File: config.mk
export PLATFORM = sky130hd
export DESIGN_NAME = fetch_seq
export DESIGN_NICKNAME = d
export VERILOG_FILES = /design/src/rtl/fetch_pkg.sv /design/src/rtl/fetch_perf_cnt.sv /design/src/rtl/fetch_seq.sv
export SDC_FILE = /design/constraint.sdc
export NUM_CORES = 1
export LEC_CHECK = 0
export CAP_MARGIN = 15
export CORE_MARGIN = 3
export CORE_UTILIZATION = 37
export CTS_CLUSTER_DIAMETER = 120
export DETAILED_ROUTE_END_ITERATION = 8
export GPL_ROUTABILITY_DRIVEN = 1
export PLACE_DENSITY = 0.78
export SLEW_MARGIN = 10
export SYNTH_ARGS = -nofsm -noshare
export SYNTH_HDL_FRONTEND = slang
export SYNTH_HIERARCHICAL = 1
export SYNTH_SLANG_ARGS = --single-unit
export TNS_END_PERCENT = 30
File: constraint.sdc
create_clock -name clk -period 1.7 [get_ports clk]
set_input_delay 0.17 -clock clk [delete_from_list [all_inputs] [get_ports clk]]
set_output_delay 0.17 -clock clk [all_outputs]
set_load 0.05 [all_outputs]
File: src/rtl/fetch_pkg.sv
// Shared types and constants for the instruction-fetch sequencer.
// Imported by fetch_seq and fetch_perf_cnt.
package fetch_pkg;

    typedef enum logic [1:0] {
        IDLE = 2'd0,
        REQ  = 2'd1,
        HOLD = 2'd2
    } fetch_state_t;

    localparam int INST_W  = 32;
    localparam int PC_STEP = 4;
    localparam int PERF_W  = 32;

    localparam logic [INST_W-1:0] NOP_INST = 32'h0000_0013;

endpackage

File: src/rtl/fetch_perf_cnt.sv
// Fetch performance counters: instructions consumed by decode and memory stall cycles.
// Both counters are free-running and wrap at 2^PERF_W.
module fetch_perf_cnt
    import fetch_pkg::*;
(
    input  logic              clk,
    input  logic              rst,
    input  logic              fetch_en,
    input  logic              stall_en,
    output logic [PERF_W-1:0] fetch_cnt,
    output logic [PERF_W-1:0] stall_cnt
);

    always_ff @(posedge clk) begin
        if (rst) begin
            fetch_cnt <= '0;
            stall_cnt <= '0;
        end else begin
            if (fetch_en) begin
                fetch_cnt <= fetch_cnt + PERF_W'(1);
            end
            if (stall_en) begin
                stall_cnt <= stall_cnt + PERF_W'(1);
            end
        end
    end

endmodule

File: src/rtl/fetch_seq.sv
// Instruction-fetch sequencer: owns the PC, fetches one word at a time and holds it for decode.
// Define FETCH_SEQ_PERF_EN to build the fetch/stall performance counters.
module fetch_seq
    import fetch_pkg::*;
#(
    parameter int                ADDR_W   = 32,
    parameter logic [ADDR_W-1:0] RESET_PC = '0
) (
    input  logic              clk,
    input  logic              rst,

    output logic              imem_req,
    output logic [ADDR_W-1:0] imem_addr,
    input  logic              imem_ready,
    input  logic [INST_W-1:0] imem_rdata,

    output logic              inst_valid,
    output logic [INST_W-1:0] inst_out,
    output logic [ADDR_W-1:0] inst_pc,
    input  logic              dec_ready,

    input  logic              redirect_valid,
    input  logic [ADDR_W-1:0] redirect_pc,

    output logic [PERF_W-1:0] perf_fetch_cnt,
    output logic [PERF_W-1:0] perf_stall_cnt
);

    // Handshakes: a memory transfer completes on a cycle with imem_req && imem_ready;
    // a decode transfer completes on a cycle with inst_valid && dec_ready. A redirect
    // in the same cycle cancels either transfer, so neither side may assume completion.

    fetch_state_t      state;
    fetch_state_t      state_nxt;
    logic [ADDR_W-1:0] pc;
    logic [ADDR_W-1:0] pc_inc;
    logic [ADDR_W-1:0] redirect_aligned;
    logic              fetch_take;
    logic              dec_take;
    logic              stall_cycle;
    logic              unused_redirect_lsb;

    assign pc_inc              = pc + ADDR_W'(PC_STEP);
    assign redirect_aligned    = {redirect_pc[ADDR_W-1:2], 2'b00};
    assign unused_redirect_lsb = ^redirect_pc[1:0];

    assign fetch_take  = (state == REQ)  && imem_ready && !redirect_valid;
    assign dec_take    = (state == HOLD) && dec_ready  && !redirect_valid;
    assign stall_cycle = (state == REQ)  && !imem_ready;

    always_ff @(posedge clk) begin
        if (rst) begin
            state <= IDLE;
        end else begin
            state <= state_nxt;
        end
    end

    always_comb begin
        state_nxt = state;
        case (state)
            IDLE:    state_nxt = REQ;
            REQ:     if (imem_ready) state_nxt = HOLD;
            HOLD:    if (dec_ready)  state_nxt = REQ;
            default: state_nxt = IDLE;
        endcase
        // A redirect overrides whatever the handshakes would have done this cycle.
        if (redirect_valid) begin
            state_nxt = REQ;
        end
    end

    always_comb begin
        imem_req  = (state == REQ);
        imem_addr = pc;
    end

    always_ff @(posedge clk) begin
        if (rst) begin
            pc         <= RESET_PC;
            inst_valid <= 1'b0;
            inst_out   <= NOP_INST;
            inst_pc    <= RESET_PC;
        end else if (redirect_valid) begin
            pc         <= redirect_aligned;
            inst_valid <= 1'b0;
        end else begin
            if (fetch_take) begin
                inst_out   <= imem_rdata;
                inst_pc    <= pc;
                inst_valid <= 1'b1;
            end
            if (dec_take) begin
                pc         <= pc_inc;
                inst_valid <= 1'b0;
            end
        end
    end

`ifdef FETCH_SEQ_PERF_EN
    fetch_perf_cnt u_perf (
        .clk       (clk),
        .rst       (rst),
        .fetch_en  (dec_take),
        .stall_en  (stall_cycle),
        .fetch_cnt (perf_fetch_cnt),
        .stall_cnt (perf_stall_cnt)
    );
`else
    logic unused_stall_cycle;
    assign unused_stall_cycle = stall_cycle;
    assign perf_fetch_cnt     = '0;
    assign perf_stall_cnt     = '0;
`endif

endmodule

==> metrics.md <==
| Metric | Value |
|---|---|
| Status | finished with violations |
| Failing checks | negative setup slack |
| EDFF count, synth | 0 |
| Yosys warns | 6 |
| Unrepaired setup endpoints after global routing | yes |
| DRC Markers | 0 |
| Hold Vio Cnt, Final | 0 |
| Crit Path Max Fanout | 6 |
| Clock transition at path regs | 0.07 ns |
| Multi-input gate area | 2330 sq um |
| Maximum clock path buffer count | 2 |
| Post-Layout Inst Area | 7030 sq um |
| Die area | 13900 sq um |
| CTS Hold Bufs | 0 |
| Mapped Area | 4640 sq um |
| Hold Slack | 0.275 ns |
| Ys flop type | dfxtp_1 |
| Clock skew | 0.00690 ns |
| Chip Height | 118 microns |
| Initial Util | 38.2% |
| Worst min-delay path class | in2reg |
| Diode count | 0 |
| Arrival time at the worst endpoint | 2.02 ns |
| Total Nets Final | 851 |
| Sequential cell area | 1980 sq um |
| Worst Setup Start Kind | flip-flop |
| Vias in the first global route | 4165 |
| Kind of end point of the critical path | flip-flop |
| Max_cap viols | 0 |
| GRT Total Usage | 18.7% |
| LEAKAGE | 3.00 nW |
| CP Class | reg2reg |
| Synth Instances | 582 |
| Layout cell share with drive strength beyond 1 | 21.9% |
| Part of the Yosys area used for sequential elements | 41.0% |
| Synth unique cells | 52 |
| TritonCTS clock tree | done |
| Min Clock Period, post-route | 1.77 ns |
| CORE AREA | 12200 sq um |
| Skew-Pair Late Insertion Delay | 0.35 ns |
| Most common cell after layout, fill and taps aside | nand2_1 |
| Row count | 40 |
| Fillers | 1108 |
| CTS buffer count | 9 |
| ANT nets after route | 0 |
| Die width | 118 microns |
| Ports | 231 |
| Initial antenna violation count | 0 |
| Routability Congestion | 0.829 |
| Routed WL per cell | 14.4 microns |
| Rel. slew slack | 63.7% |
| Most frequent cells in the layout | 134 x nand2_1, 105 x clkdlybuf4s50_1, 97 x buf_4 |
| DR pass1 iterations | 4 |
| Routed wire length | 13.7 mm |
| Period utilization | 104% |
| Detailed placer's ending HPWL | 9.73 mm |
| Area delta synth->final | 51.5% |
| Slew Viols, Final | 0 |
| Mean Syn Cell Area | 7.98 sq um |
| CTS Root Buffer Type | clkbuf_16 |
| Largest net degree at the start of global routing | 94 |
| First-pass GRT wire length | 21.2 mm |
| Via count | 4522 |
| Achievable Freq | 0.565 GHz |
| Critical Path RT | 1.95 ns |
| DRT iter0 DRCs | 275 |
| VDD IR-drop max | 0.424 mV |
| Clock sink count | 95 |
| Cell Pwr Density | 863 nW/um^2 |
| Worst slew pin tran | 0.544 ns |
| IO Port Bufs | 160 |
| Post-route setup slack | -0.0694 ns |
| Area after DPL | 6500 sq um |
| Yosys reg bits | 95 |
| Clock H-tree levels | 3 |
| Async S/R FF share, synth | 0% |
| Vias/cell | 4.75 |
| Grt total ovfl | 0 |
| # setup viols final | 6 |
[cell families after synthesis]
kind of cell	after synthesis	share of synthesized area [%]
other cells	1	0.0808
fa+ha+maj	1	0.269
simple gates	237	24.5
compound gates	120	16.2
flops	95	41.0
xor+xnor	8	1.51
buf+inv	120	16.5
[area by class of cell]
class / instances / area share (%)
flip-flops and latches: 95 / 28.1
well taps: 168 / 2.99
clock inverters: 3 / 0.623
clock buffers: 12 / 4.27
inverters: 13 / 0.694
multi-input cells: 435 / 33.1
repair buffers: 227 / 30.2
[per-layer routing]
| layer | routed length, microns | part of all wire (%) | global-route usage, % |
|---|---|---|---|
| met5 | 0 | 0 | 0 |
| met4 | 233 | 1.7 | 7.62 |
| met3 | 763 | 5.6 | 3.41 |
| met2 | 6620 | 48 | 30.6 |
| met1 | 6100 | 44 | 24.3 |
[registers in the layout, summed over array words and instances (netlist names)]
register	count
inst_valid	1
inst_out	32
imem_addr	30
inst_pc	30
state	2
[synthesized netlist by cell type, types with 4 or more instances]
library cell | count | area share, %
a311oi_1 | 10 | 1.9
or3_1 | 4 | 0.54
xnor2_1 | 5 | 0.94
a21oi_1 | 65 | 7.0
and4_1 | 11 | 2.1
nor4_1 | 4 | 0.54
inv_1 | 13 | 1.1
nand3_1 | 7 | 0.75
nand2_1 | 135 | 11
o21ai_0 | 5 | 0.54
nor3_1 | 12 | 1.3
nor2_1 | 25 | 2.0
buf_4 | 69 | 11
a211oi_1 | 11 | 1.8
buf_6 | 5 | 1.2
a31oi_1 | 5 | 0.67
nand4_1 | 12 | 1.6
clkbuf_1 | 29 | 2.3
dfxtp_1 | 95 | 41
[repair_timing]
item	CTS	global route
pin swaps	7	5
setup buffers	5	3
gates cloned	1	1
resized for setup	5	33
setup endpoints to repair	18	32
[worst max-delay path: stages, from the launching register on]
cell and delay (ns):
dfxtp_1 0.32, nand3b_4 0.18, or4_4 0.54, or4_1 0.42, a311oi_1 0.22
[final timing paths]
check | cells past startpoint | slack, ns | to | startpoint
setup reg to reg | 4 | -0.07 | imem_addr[21] | state[0]
hold reg to reg | 2 | 0.45 | inst_out[20] | inst_out[20]
hold / removal | 4 | 0.27 | state[1] | rst
setup / recovery | 4 | -0.07 | imem_addr[21] | state[0]
[power by group]
group          switching [W]  internal (W)  total (W)
sequential         0.0000504       0.00231    0.00236
combinational       0.000974      0.000449    0.00142
clock               0.000881       0.00140    0.00228
total                0.00191       0.00416    0.00607
[metrics by stage]
stage	TNS, ns	std cells	util (%)	total power (W)	worst slack (ns)
after detailed placement	-6.66	928	53.5	0.00382	-0.476
after global routing	-0.738	953	57.8	0.00630	-0.104
final	-0.255	953	57.8	0.00607	-0.0694
after floorplan	-1.24	649	-	0.00346	-0.150
after CTS	-0.382	949	56.8	0.00612	-0.0720
after global placement	-5.30	928	53.5	0.00381	-0.450
Note: power is estimated with default switching activity, not from simulation.
